[config.mk]
export PLATFORM = sky130hd
export DESIGN_NAME = ring_router_gateway_mux
export DESIGN_NICKNAME = d
export VERILOG_FILES = /design/src/rtl/ring_router_gateway_mux_pkg.sv /design/src/rtl/dii_rr_arbiter.sv /design/src/rtl/ring_router_gateway_mux.sv
export SDC_FILE = /design/constraint.sdc
export NUM_CORES = 1
export LEC_CHECK = 0
export BUFFER_PORTS_ARGS = -buffer_cell sky130_fd_sc_hd__buf_2
export CORE_UTILIZATION = 25
export CTS_BUF_LIST = sky130_fd_sc_hd__clkbuf_16
export CTS_CLUSTER_DIAMETER = 120
export DETAILED_ROUTE_END_ITERATION = 8
export GPL_TIMING_DRIVEN = 0
export PLACE_DENSITY = 0.56
export SETUP_SLACK_MARGIN = 0.2
export SYNTH_ARGS = -nofsm -noshare
export SYNTH_HDL_FRONTEND = slang
export SYNTH_HIERARCHICAL = 1
export SYNTH_SLANG_ARGS = --single-unit
[constraint.sdc]
create_clock -name clk -period 4.86 [get_ports clk]
set_input_delay 0.729 -clock clk [delete_from_list [all_inputs] [get_ports clk]]
set_output_delay 0.729 -clock clk [all_outputs]
set_load 0.005 [all_outputs]
[src/rtl/ring_router_gateway_mux_pkg.sv]
// Shared DII flit and source-id types for the gateway ring router stages.
package ring_router_gateway_mux_pkg;

    typedef struct packed {
        logic [15:0] data;
        logic        last;
        logic        valid;
    } dii_flit;

    typedef enum logic [1:0] {
        SRC_RING  = 2'd0,
        SRC_LOCAL = 2'd1,
        SRC_EXT   = 2'd2
    } dii_src_t;

    localparam int NUM_SRC = 3;

    // Round-robin successor over the three sources.
    function automatic dii_src_t next_src(input dii_src_t s);
        case (s)
            SRC_RING:  next_src = SRC_LOCAL;
            SRC_LOCAL: next_src = SRC_EXT;
            default:   next_src = SRC_RING;
        endcase
    endfunction

endpackage

[src/rtl/dii_rr_arbiter.sv]
// Combinational round-robin grant: first requester at or after ptr, wrapping.
module dii_rr_arbiter #(
    parameter int N = 3,
    parameter int W = (N > 1) ? $clog2(N) : 1
) (
    input  logic [N-1:0] req,
    input  logic [W-1:0] ptr,
    output logic         gnt_vld,
    output logic [W-1:0] gnt
);

    logic [W-1:0] idx;

    // Walk offsets from far to near so the closest requester to ptr wins.
    always_comb begin
        gnt_vld = 1'b0;
        gnt     = '0;
        idx     = '0;
        for (int k = N - 1; k >= 0; k--) begin
            idx = W'((int'(ptr) + k) % N);
            if (req[idx]) begin
                gnt_vld = 1'b1;
                gnt     = idx;
            end
        end
    end

endmodule

[src/rtl/ring_router_gateway_mux.sv]
// Gateway ring router output stage: worm-aware 3:1 merge onto one registered ring link.
module ring_router_gateway_mux
    import ring_router_gateway_mux_pkg::*;
#(
    parameter bit RING_PRIORITY = 1'b1,
    parameter int RR_INIT       = 0
) (
    input  logic    clk,
    input  logic    rst_n,
    input  dii_flit in_ring,
    output logic    in_ring_ready,
    input  dii_flit in_local,
    output logic    in_local_ready,
    input  dii_flit in_ext,
    output logic    in_ext_ready,
    output dii_flit out_ring,
    input  logic    out_ring_ready
);

    localparam logic [1:0] RR_RST_RAW = RR_INIT[1:0];
    localparam dii_src_t   RR_RST     = dii_src_t'(RR_RST_RAW);

    logic       load_en, accept, worm;
    logic       arb_vld, gnt_vld;
    logic [2:0] req;
    logic [1:0] arb_ptr, arb_gnt;
    dii_src_t   gnt, owner, rr_ptr;
    dii_flit    sel;

    assign req     = {in_ext.valid, in_local.valid, in_ring.valid};
    // A zero pointer makes the round-robin arbiter a fixed ring>local>ext priority.
    assign arb_ptr = RING_PRIORITY ? 2'd0 : 2'(rr_ptr);

    dii_rr_arbiter #(.N(NUM_SRC)) u_arb (
        .req     (req),
        .ptr     (arb_ptr),
        .gnt_vld (arb_vld),
        .gnt     (arb_gnt)
    );

    // An open worm pins the grant to its owner, even while the owner bubbles.
    always_comb begin
        if (worm) begin
            gnt     = owner;
            gnt_vld = req[owner];
        end else begin
            gnt     = dii_src_t'(arb_gnt);
            gnt_vld = arb_vld;
        end
    end

    always_comb begin
        case (gnt)
            SRC_LOCAL: sel = in_local;
            SRC_EXT:   sel = in_ext;
            default:   sel = in_ring;
        endcase
    end

    assign load_en        = !out_ring.valid || out_ring_ready;
    assign accept         = rst_n && load_en && gnt_vld;
    assign in_ring_ready  = accept && (gnt == SRC_RING);
    assign in_local_ready = accept && (gnt == SRC_LOCAL);
    assign in_ext_ready   = accept && (gnt == SRC_EXT);

    always_ff @(posedge clk) begin
        if (!rst_n) begin
            out_ring <= '0;
            worm     <= 1'b0;
            owner    <= SRC_RING;
            rr_ptr   <= RR_RST;
        end else begin
            if (load_en)
                out_ring <= accept ? '{data: sel.data, last: sel.last, valid: 1'b1} : '0;
            if (accept) begin
                if (sel.last) begin
                    worm <= 1'b0;
                    if (!RING_PRIORITY)
                        rr_ptr <= next_src(gnt);
                end else if (!worm) begin
                    worm  <= 1'b1;
                    owner <= gnt;
                end
            end
        end
    end

endmodule

==> summary.txt <==
Run status
  – Status: finished clean

Routing
  – Routed wl met2: 1.766 mm
  – Routed WL: 4.044 mm
  – Routed wl met3: 266 microns
  – DRT met1 WL: 1.988 mm
  – Detailed Route Iter0 Violations: 54
  – Vias per Instance: 4.663
  – Uppermost layer routed: met4
  – DRT Pass-1 Iters: 4
  – DR DRC count: 0
  – Via count: 1492
  – Post-route ant nets: 0
  – WL per Instance: 12.64 microns

Synth
  – FFs w/ async S/R, synth: 0%
  – Top cells by area, synth: dfxtp_1 (31%), a22o_1 (11%), a22oi_1 (9.4%)
  – Seq/Total Area, Yosys: between 30 and 40%
  – Yosys top cell by area: dfxtp_1
  – Cells after synthesis: 165
  – Primary FF master, synth: dfxtp_1
  – Ys Warns: 6
  – Synth cell count leaders: a21oi_1 (21), dfxtp_1 (21), nor2_1 (21), a22o_1 (17), a22oi_1 (17)
  – Mapped Area: 1360 sq um
  – Area fraction of the dominant cell type after synthesis: a little under a third
  – Yosys cell types: 35
  – Seq cells post-synth: 21
  – Mapped Avg Cell Area: a little over 8 sq um
  – Number of enable flip-flop cells after synthesis: 0

Power
  – Tot Pwr: between 0.6 and 0.7 mW
  – Worst VDD drop: 0.0001520 V
  – Cell Pwr Density: 335.0 nW/um^2
  – Static Leak: 0.9216 nW

Clock tree
  – Post-CTS Setup Inserts: 0
  – H-tree Lvls: 1
  – Clk_lat worst skew: about 0.25 ns
  – Post_cts resized: 0
  – CTS sink cnt: 21
  – Worst-path clk slew: 0.06 ns
  – Cts hold-fix bufs: 0
  – Clk Tree Root Cell: clkbuf_16
  – CTS Buf Count: 3
  – Clock buffer depth: 2
  – TritonCTS clock tree: done

Floorplanning
  – Site Rows: 26
  – Die area: 5739 sq um
  – Die Ht: around 76 microns
  – Initial Util: 26.29%
  – I/O pins: between 70 and 80
  – Core area: 5172 sq um
  – Die width: 75.76 microns

Final layout
  – Filler cell count: between 500 and 600
  – Nets: 314
  – Final core utilization: 37.28%
  – Antenna Cells: 0
  – Area grow syn2layout: 41.77%
  – Share of cells above drive strength 1: 36.40%
  – Finished Layout Cells: between 300 and 400

Hold path
  – HP Class: flop to flop

Place
  – Dpl ws: 1.140 ns
  – I/O Buffers: 77
  – Gpl congestion: 0.7395
  – HPWL Detailed: 3.188 mm
  – Post-Place Cells: 316

STA
  – Clock Skew: 0.002598 ns
  – Period Utilization, post-route: approximately 76%
  – Fin crit period: ~3.7 ns
  – RSZ-0062 raised after global routing: false
  – Max Fclk: about 270 MHz
  – Worst setup margin: 1.159 ns
  – Headroom to the max-slew limit: 57.18%
  – Slew Limit Fails: 0
  – # setup viols final: 0
  – TNS Setup: 0 ns
  – Final number of hold-violating endpoints: 0
  – Worst-Margin Slew: 0.6399 ns

Global routing
  – First-pass GRT wire length: around 6.0 mm
  – Tot GR Track Use: 13.86%
  – Number of global-route vias before repair: between 1000 and 1500
  – Antenna violations before repair: 0
  – Pin count of the biggest net entering global routing: 13
  – Total grt overflow: 0

Worst setup path
  – CP top delay family: buffers and inverters
  – CP Launch Type: primary input
  – Worst-path fanout max: 10
  – Max incr delay on CP: approximately 0.47 ns
  – Worst Path Buf+Inv: 6
  – CP required: 4.13 ns
  – Crit path top cell by count: buf_2
  – Critical-path top delay cell: o311ai_0
  – Crit path cell chain: buf_2, mux2i_1, o221ai_1, o311ai_0, inv_1, o21a_1, inv_1, ha_1, buf_2, clkbuf_1, and2_1, buf_2
  – Critical path endpoint category: output port
  – Worst EP arrival: about 3.0 ns
  – CP Class: primary input to output port

Run
  – Max-Cap Viols: 0
[final timing paths]
check	slack, ns	endpoint	from	depth (start not counted)
worst min register to register	0.47	out_ring[14]$_SDFFE_PN0N_	out_ring[14]$_SDFFE_PN0N_	1
worst max register to register	2.70	out_ring[10]$_SDFFE_PN0N_	worm$_SDFFE_PN0P_	9
worst max-delay path	1.16	in_local_ready	in_ring[0]	12
worst min-delay path	0.47	out_ring[14]$_SDFFE_PN0N_	out_ring[14]$_SDFFE_PN0N_	1
[power by group]
| part | switching (mW) | internal, mW | total [mW] | leakage (nW) |
|---|---|---|---|---|
| logic | 0.135 | 0.118 | 0.254 | 0.708 |
| registers | 0.0151 | 0.204 | 0.219 | 0.173 |
| clock network | 0.0628 | 0.110 | 0.173 | 0.0409 |
[state kept, by name, indices dropped and copies added, names as in the netlist]
register / flops
owner: 2
worm: 1
out_ring: 18
[layout make-up]
cell class	count	area (sq um)	share of cell area, %
tap	70	87.58	4.543
clock inverter	1	5.005	0.2596
buffer	13	76.32	3.958
multi-input combinational	128	852.1	44.19
timing repair buffer	77	385.4	19.99
sequential	21	420.4	21.80
inverter	7	26.28	1.363
clock buffer	3	75.07	3.894
[per-stage QoR]
| step | hold slack, ns | instance area, sq um |
|---|---|---|
| detailed placement | 0.4586 | 1848 |
| global placement | 0.4566 | 1848 |
| global route | 0.4907 | 1928 |
| finish | 0.4741 | 1928 |
| floorplan | 0.4622 | 1375 |
| CTS | 0.4768 | 1928 |
[cells in the final DEF, fill, tap and decap left out]
master,synthesis,routed
o32a_1,2,2
o221ai_1,1,1
mux2_4,1,1
o311ai_0,1,1
and2_1,4,4
clkinv_2,0,1
o211ai_1,1,1
nor3_1,1,1
nand2b_1,2,2
nand2_1,5,5
nor2_1,21,21
o21ai_1,1,1
and2b_1,1,1
nand4_1,1,1
o22a_1,1,1
o221ai_4,1,1
nor2b_1,3,3
a21oi_1,21,21
a21boi_0,1,1
nor3_2,1,1
inv_1,7,7
and3b_1,1,1
conb_1,1,5
clkbuf_16,0,3
ha_1,6,6
nand3_1,3,3
a22oi_1,17,17
mux2i_1,2,2
a21o_1,1,1
o21a_1,1,1
buf_2,4,81
nand3b_1,1,1
a22o_1,17,17
o21ai_0,4,4
clkbuf_1,6,6
dfxtp_1,21,21
buf_6,3,3
[kinds of logic (layout without fill, tap and decap cells)]
family | Yosys count | count (layout) | share of synthesized area [%]
compound gates | 70 | 70 | 37.44
flops | 21 | 21 | 30.91
other cells | 1 | 5 | 0.2757
fa+ha+maj | 6 | 6 | 5.520
buf+inv | 20 | 101 | 7.544
mux | 3 | 3 | 2.576
simple gates | 44 | 44 | 15.73
[layer usage]
layer	vias up	track usage, %
li1	775	-
met1	666	19.38
met2	49	22.32
met3	2	3.042
met4	0	1.852
met5	-	0
(Power assumes the default switching activity.)
